[config.mk]
export PLATFORM = sky130hd
export DESIGN_NAME = pll_ctrl
export DESIGN_NICKNAME = d
export VERILOG_FILES = /design/src/rtl/pll_ctrl_pkg.sv /design/src/rtl/pll_ctrl_sync.sv /design/src/rtl/pll_ctrl.sv
export SDC_FILE = /design/constraint.sdc
export NUM_CORES = 1
export LEC_CHECK = 0
export ABC_AREA = 0
export CAP_MARGIN = 15
export CORE_ASPECT_RATIO = 1.4
export CORE_UTILIZATION = 50
export CTS_CLUSTER_DIAMETER = 200
export DETAILED_ROUTE_END_ITERATION = 7
export PLACE_DENSITY = 0.79
export SYNTH_ARGS = -nofsm -noshare
export SYNTH_HDL_FRONTEND = slang
export SYNTH_SLANG_ARGS = --single-unit
[constraint.sdc]
create_clock -name clk_i -period 5.9 [get_ports clk_i]
set_clock_uncertainty 0.15 [all_clocks]
set_input_delay 0.59 -clock clk_i [delete_from_list [all_inputs] [get_ports clk_i]]
set_output_delay 0.59 -clock clk_i [all_outputs]
set_load 0.01 [all_outputs]
[src/rtl/pll_ctrl_pkg.sv]
// pll_ctrl_pkg: state type, default divider widths and a small helper for the PLL controller.
// The ERROR state is only part of the type when PLL_CTRL_TIMEOUT_EN is defined.
package pll_ctrl_pkg;

   localparam int DEF_REF_DIV_WIDTH = 4;
   localparam int DEF_FB_DIV_WIDTH  = 8;

   typedef enum logic [2:0] {
      ST_BYPASS    = 3'd0,
      ST_SWITCH    = 3'd1,
      ST_APPLY     = 3'd2,
      ST_SETTLE    = 3'd3,
      ST_WAIT_LOCK = 3'd4,
      ST_LOCKED    = 3'd5
`ifdef PLL_CTRL_TIMEOUT_EN
      , ST_ERROR   = 3'd6
`endif
   } pll_ctrl_state_e;

   function automatic int max_of(input int a, input int b);
      return (a > b) ? a : b;
   endfunction

endpackage

[src/rtl/pll_ctrl_sync.sv]
// pll_ctrl_sync: two-flop synchroniser for the asynchronous PLL lock indication.
// Both flops clear on the asynchronous active-high reset.
module pll_ctrl_sync (
   input  logic i_clk,
   input  logic i_rst,
   input  logic i_d,
   output logic o_q
);

   logic r_meta;
   logic r_sync;

   always_ff @(posedge i_clk or posedge i_rst) begin
      if (i_rst) begin
         r_meta <= 1'b0;
         r_sync <= 1'b0;
      end else begin
         r_meta <= i_d;
         r_sync <= r_meta;
      end
   end

   assign o_q = r_sync;

endmodule

[src/rtl/pll_ctrl.sv]
// pll_ctrl: PLL reconfiguration sequencer -- clock-mux handover, divider update, settle and lock monitor.
// Defining PLL_CTRL_TIMEOUT_EN adds the WAIT_LOCK timeout counter, the ERROR state and a sticky error_o.
module pll_ctrl
   import pll_ctrl_pkg::*;
#(
   parameter int REF_DIV_WIDTH  = DEF_REF_DIV_WIDTH,
   parameter int FB_DIV_WIDTH   = DEF_FB_DIV_WIDTH,
   parameter int SWITCH_CYCLES  = 2,
   parameter int SETTLE_CYCLES  = 16,
   parameter int TIMEOUT_CYCLES = 4096
) (
   input  logic                     clk_i,
   input  logic                     arst_i,
   input  logic                     req_valid_i,
   output logic                     req_ready_o,
   input  logic [REF_DIV_WIDTH-1:0] req_ref_div_i,
   input  logic [FB_DIV_WIDTH-1:0]  req_fb_div_i,
   output logic [REF_DIV_WIDTH-1:0] ref_div_o,
   output logic [FB_DIV_WIDTH-1:0]  fb_div_o,
   input  logic                     pll_locked_i,
   output logic                     clk_sel_o,
   output logic                     busy_o,
   output logic                     error_o,
   output logic                     lock_lost_o
);

   // state     | meaning
   // BYPASS    | idle after reset, system clock from clk_i
   // SWITCH    | mux moved to clk_i, waiting for it to settle
   // APPLY     | new dividers driven to the PLL
   // SETTLE    | dividers held before lock is trusted
   // WAIT_LOCK | waiting for synchronised lock
   // LOCKED    | PLL clock selected, lock monitored
   // ERROR     | lock timeout (timeout build only)

`ifdef PLL_CTRL_TIMEOUT_EN
   localparam bit TIMEOUT_EN = 1'b1;
`else
   localparam bit TIMEOUT_EN = 1'b0;
`endif
   localparam int TMO_MAX = TIMEOUT_EN ? TIMEOUT_CYCLES : 0;
   localparam int CNT_MAX = max_of(max_of(SWITCH_CYCLES, SETTLE_CYCLES), TMO_MAX);
   localparam int CNT_W   = $clog2(CNT_MAX + 1);
   localparam logic [CNT_W-1:0] SWITCH_LOAD = CNT_W'(SWITCH_CYCLES - 1);
   localparam logic [CNT_W-1:0] SETTLE_LOAD = CNT_W'(SETTLE_CYCLES - 1);
`ifdef PLL_CTRL_TIMEOUT_EN
   localparam logic [CNT_W-1:0] TMO_LOAD    = CNT_W'(TIMEOUT_CYCLES - 1);
`endif

   pll_ctrl_state_e            r_state;
   pll_ctrl_state_e            w_state_nxt;
   logic [CNT_W-1:0]           r_cnt;
   logic [CNT_W-1:0]           w_cnt_nxt;
   logic [REF_DIV_WIDTH-1:0]   r_hold_ref;
   logic [FB_DIV_WIDTH-1:0]    r_hold_fb;
   logic [REF_DIV_WIDTH-1:0]   r_ref_div;
   logic [FB_DIV_WIDTH-1:0]    r_fb_div;
   logic                       r_clk_sel;
   logic                       w_clk_sel_nxt;
   logic                       r_lock_lost;
   logic                       w_lock_lost_nxt;
   logic                       w_load_div;
   logic                       w_ready;
   logic                       w_hs;
   logic                       w_lock_s;
`ifdef PLL_CTRL_TIMEOUT_EN
   logic                       r_error;
   logic                       w_error_nxt;
`endif

   pll_ctrl_sync u_sync (
      .i_clk (clk_i),
      .i_rst (arst_i),
      .i_d   (pll_locked_i),
      .o_q   (w_lock_s)
   );

`ifdef PLL_CTRL_TIMEOUT_EN
   assign w_ready = (r_state == ST_BYPASS) || (r_state == ST_LOCKED) || (r_state == ST_ERROR);
`else
   assign w_ready = (r_state == ST_BYPASS) || (r_state == ST_LOCKED);
`endif
   assign w_hs = req_valid_i && w_ready;

   always_ff @(posedge clk_i or posedge arst_i) begin
      if (arst_i) begin
         r_state <= ST_BYPASS;
      end else begin
         r_state <= w_state_nxt;
      end
   end

   always_comb begin
      w_state_nxt     = r_state;
      w_cnt_nxt       = r_cnt;
      w_clk_sel_nxt   = r_clk_sel;
      w_lock_lost_nxt = 1'b0;
      w_load_div      = 1'b0;
`ifdef PLL_CTRL_TIMEOUT_EN
      w_error_nxt     = r_error;
`endif
      unique case (r_state)
         ST_BYPASS: begin
            w_clk_sel_nxt = 1'b0;
         end
         ST_SWITCH: begin
            if (r_cnt == '0) begin
               w_state_nxt = ST_APPLY;
               w_load_div  = 1'b1;
            end else begin
               w_cnt_nxt = r_cnt - CNT_W'(1);
            end
         end
         ST_APPLY: begin
            w_state_nxt = ST_SETTLE;
            w_cnt_nxt   = SETTLE_LOAD;
         end
         ST_SETTLE: begin
            if (r_cnt == '0) begin
               w_state_nxt = ST_WAIT_LOCK;
`ifdef PLL_CTRL_TIMEOUT_EN
               w_cnt_nxt   = TMO_LOAD;
`endif
            end else begin
               w_cnt_nxt = r_cnt - CNT_W'(1);
            end
         end
         ST_WAIT_LOCK: begin
            if (w_lock_s) begin
               w_state_nxt = ST_LOCKED;
`ifdef PLL_CTRL_TIMEOUT_EN
            end else if (r_cnt == '0) begin
               w_state_nxt   = ST_ERROR;
               w_error_nxt   = 1'b1;
               w_clk_sel_nxt = 1'b0;
            end else begin
               w_cnt_nxt = r_cnt - CNT_W'(1);
`endif
            end
         end
         ST_LOCKED: begin
            if (w_lock_s) begin
               w_clk_sel_nxt = 1'b1;
            end else begin
               w_state_nxt     = ST_WAIT_LOCK;
               w_clk_sel_nxt   = 1'b0;
               w_lock_lost_nxt = 1'b1;
`ifdef PLL_CTRL_TIMEOUT_EN
               w_cnt_nxt       = TMO_LOAD;
`endif
            end
         end
`ifdef PLL_CTRL_TIMEOUT_EN
         ST_ERROR: begin
            w_clk_sel_nxt = 1'b0;
         end
`endif
         default: begin
            w_state_nxt   = ST_BYPASS;
            w_clk_sel_nxt = 1'b0;
         end
      endcase
      // A new request beats a simultaneous lock loss: no pulse, straight to SWITCH.
      if (w_hs) begin
         w_state_nxt     = ST_SWITCH;
         w_cnt_nxt       = SWITCH_LOAD;
         w_clk_sel_nxt   = 1'b0;
         w_lock_lost_nxt = 1'b0;
`ifdef PLL_CTRL_TIMEOUT_EN
         w_error_nxt     = 1'b0;
`endif
      end
   end

   always_ff @(posedge clk_i or posedge arst_i) begin
      if (arst_i) begin
         r_cnt       <= '0;
         r_hold_ref  <= '0;
         r_hold_fb   <= '0;
         r_ref_div   <= '0;
         r_fb_div    <= '0;
         r_clk_sel   <= 1'b0;
         r_lock_lost <= 1'b0;
      end else begin
         r_cnt       <= w_cnt_nxt;
         r_clk_sel   <= w_clk_sel_nxt;
         r_lock_lost <= w_lock_lost_nxt;
         if (w_hs) begin
            r_hold_ref <= req_ref_div_i;
            r_hold_fb  <= req_fb_div_i;
         end
         if (w_load_div) begin
            r_ref_div <= r_hold_ref;
            r_fb_div  <= r_hold_fb;
         end
      end
   end

`ifdef PLL_CTRL_TIMEOUT_EN
   always_ff @(posedge clk_i or posedge arst_i) begin
      if (arst_i) begin
         r_error <= 1'b0;
      end else begin
         r_error <= w_error_nxt;
      end
   end
   assign error_o = r_error;
`else
   assign error_o = 1'b0;
`endif

   assign req_ready_o = w_ready;
   assign busy_o      = (r_state == ST_SWITCH) || (r_state == ST_APPLY) ||
                        (r_state == ST_SETTLE) || (r_state == ST_WAIT_LOCK);
   assign ref_div_o   = r_ref_div;
   assign fb_div_o    = r_fb_div;
   assign clk_sel_o   = r_clk_sel;
   assign lock_lost_o = r_lock_lost;

endmodule

==> results by group <==
Setup path
  – Req. time, crit path: 5.92 ns
  – Crit path max fanout: 12
  – CP max-delay cell: nor2_1
  – Startpoint types: flip-flop
  – Critical Path AT: 2.74 ns
  – Worst-path cell chain: inv_1 -> ha_1 -> nor4b_2 -> nand2_1 -> nor2_1 -> mux2_2
  – Worst setup EP type: flip-flop
  – CP Class: flip-flop to flip-flop
  – Max incr delay on CP: 0.79 ns

Yosys
  – Post-synth EDFFs: 0
  – Post-synth cell types: 34
  – Cell accounting for the most synthesized area: dfrtp_1
  – Synth top area cells: dfrtp_1, mux2_2, buf_6
  – Yosys reg bits: 36
  – Syn Inst Count: 119
  – Yosys top cell area share: 57.42%
  – Synth warn: 0
  – Fraction of registers with async set or reset after synthesis: 100.0%
  – Syn Nets: 136
  – Post-Syn Area: 1569 um^2
  – Avg Cell Area, Syn: 13.18 um^2
  – Main flop type after synthesis: dfrtp_1
  – Register area share after synthesis: 57.42%

STA
  – Worst slew pin tran: 1.029 ns
  – Tmin final: 2.720 ns
  – Count of pins over their slew limit: 0
  – Setup TNS: 0 ns
  – Final hold viol count: 0
  – Slew HR: 31.17%
  – Setup violations, final: 0
  – Final cycle utilization of the critical path: 46.10%
  – Worst hold margin: 0.1919 ns
  – RSZ-0062 raised after global routing: false
  – Fmax: 367.7 MHz

Final layout
  – Area growth syn-to-layout: 25.60%
  – Post-Layout Cell Count: 188
  – Commonest non-fill, non-tap cells in the layout: dfrtp_1, clkdlybuf4s50_1, mux2_2, clkbuf_8, o21ai_0
  – Nets@finish: 168
  – Layout cells sized above 1: 23.84%
  – Ant. Diodes: 0
  – Util after Layout: 67.14%
  – FILL cells: 233
  – Commonest non-fill, non-tap cell in the layout: dfrtp_1

Power
  – Pwr dens: 507.3 nW/um^2
  – Logic pwr share: 38.0%
  – Max IR drop VDD: 0.0003032 V
  – Total Power: 0.9998 mW
  – Sequential power share: 43.4%
  – Net Sw Frac: 31.62%
  – Cell-internal power: 0.6836 mW
  – Sw Pwr: 0.3161 mW
  – P_leak: 0.8584 nW
  – Clock share of power: 18.6%

Floorplanning
  – FP Rows: 23
  – Die span in x: 49.35 um
  – CORE AREA: 2935 um^2
  – Die H: 68.28 um
  – I/O pin count: 33
  – Die Area: 3369 um^2
  – Initial cell density of the core: 53.45%

Clocking
  – CTS tree: yes
  – Root buffer cell: clkbuf_8
  – Post-CTS Hold Fix Bufs: 0
  – Setup Buffers After CTS: 0
  – CTS H-tree lvls: 2
  – Clk sinks: 36
  – Clk slew on worst S/H paths: 0.07 ns
  – Post-cts resize count: 0
  – Worst-Skew Late Latency: 0.29 ns
  – Max clock buf depth: 2
  – CTS Buf Count: 5

GRT
  – GRT overflow: 0
  – Vias in the first global route: 1045
  – Global-route usage over all layers: 19.44%
  – Initial antenna violation count: 0
  – Largest net degree at the start of global routing: 37
  – First-pass GRT wire length: 4.705 mm

Route
  – Via density: 5.362
  – Routed length per instance: 14.94 um
  – Detailed Routing Iterations Pass 1: 4
  – Vias: 1008
  – Remaining DRCs: 0
  – Final ANT Viol Nets: 0
  – Initial DRC count: 9
  – Detailed Route WL: 2.808 mm

Placement
  – Detail Placement HPWL: 1.899 mm
  – Port buffer count: 31
  – Placed cells: 181
  – Gp weighted congestion: 0.8058

Job
  – Number of max-cap violations: 0

Outcome
  – Outcome: finished clean

Hold path
  – Hold Path Class: flip-flop to flip-flop
[registers in the layout, indices dropped and copies added (netlist names)]
| name | flops |
|---|---|
| fb_div_o | 8 |
| ref_div_o | 4 |
| clk_sel_o | 1 |
| lock_lost_o | 1 |
| r_cnt | 5 |
| r_state | 3 |
| u_sync.o_q | 1 |
| r_hold_ref | 4 |
| r_hold_fb | 8 |
| u_sync.r_meta | 1 |
[final timing paths]
path	cells past startpoint	to	slack [ns]	startpoint
setup / recovery	6	fb_div_o[2]	3.18	r_cnt[0]
hold / removal	0	u_sync.o_q	0.19	u_sync.r_meta
setup reg to reg	6	fb_div_o[2]	3.18	r_cnt[0]
hold reg to reg	0	u_sync.o_q	0.19	u_sync.r_meta
max in group asynchronous	3	u_sync.r_meta	4.73	arst_i
min in group asynchronous	3	fb_div_o[5]	0.55	arst_i
[metal layers]
metal | vias up | track usage, % | wire length (um)
li1 | 476 | - | -
met5 | - | 0 | 0
met2 | 26 | 32.19 | 1432
met4 | 0 | 13.60 | 61
met1 | 499 | 21.82 | 1208
met3 | 7 | 5.333 | 106
[critical path: cells and delay by family (launching register included)]
| kind | cells | cell delay [ns] |
|---|---|---|
| AND/OR/NAND/NOR | 3 | 1.31 |
| adder cells (fa/ha/maj) | 1 | 0.23 |
| buffers and inverters | 1 | 0.09 |
| multiplexers | 1 | 0.42 |
| flip-flops | 1 | 0.41 |
[through the flow]
step | instance area (um^2) | worst slack [ns]
3_3_place_gp | 1874 | 3.143
5_1_grt | 1971 | 3.012
3_5_place_dp | 1874 | 3.149
4_1_cts | 1971 | 3.221
2_1_floorplan | 1569 | 3.844
6_report | 1971 | 3.180
[power groups by stage]
stage	Clock, mW	Combinational, mW	Sequential (mW)
5_1_grt	0.199	0.414	0.449
2_1_floorplan	0	0.254	0.425
3_5_place_dp	0	0.379	0.437
6_report	0.186	0.380	0.434
4_1_cts	0.192	0.383	0.435
3_3_place_gp	0	0.365	0.432
[logic make-up after synthesis]
kind of cell | Yosys count | synth area share (%)
adder cells (fa/ha/maj) | 1 | 0.7973
flip-flops | 36 | 57.42
AO/OA/AOI/OAI | 21 | 8.614
buffers and inverters | 12 | 4.944
AND/OR/NAND/NOR | 21 | 8.931
other | 1 | 0.2390
XOR/XNOR | 2 | 1.117
multiplexers | 25 | 17.94
[area by class of cell]
class                           count  area (um^2)  share of cell area (%)
Timing Repair Buffer               32        317.8                   16.13
Clock buffer                        7        96.34                   4.889
Inverter                            5        18.77                  0.9524
Tap cell                           37        46.29                   2.349
Sequential cell                    36        900.9                   45.71
Multi-Input combinational cell     71        590.6                   29.97
[cells in the mapped netlist, types with 2 or more instances]
cell type,instances
nand2b_1,3
buf_6,3
nand3_1,2
inv_1,5
nand2_1,4
buf_4,2
o21ai_0,6
mux2_1,2
nor2_1,5
buf_2,2
a21oi_1,5
dfrtp_1,36
mux2_2,23
(Power assumes the default switching activity.)
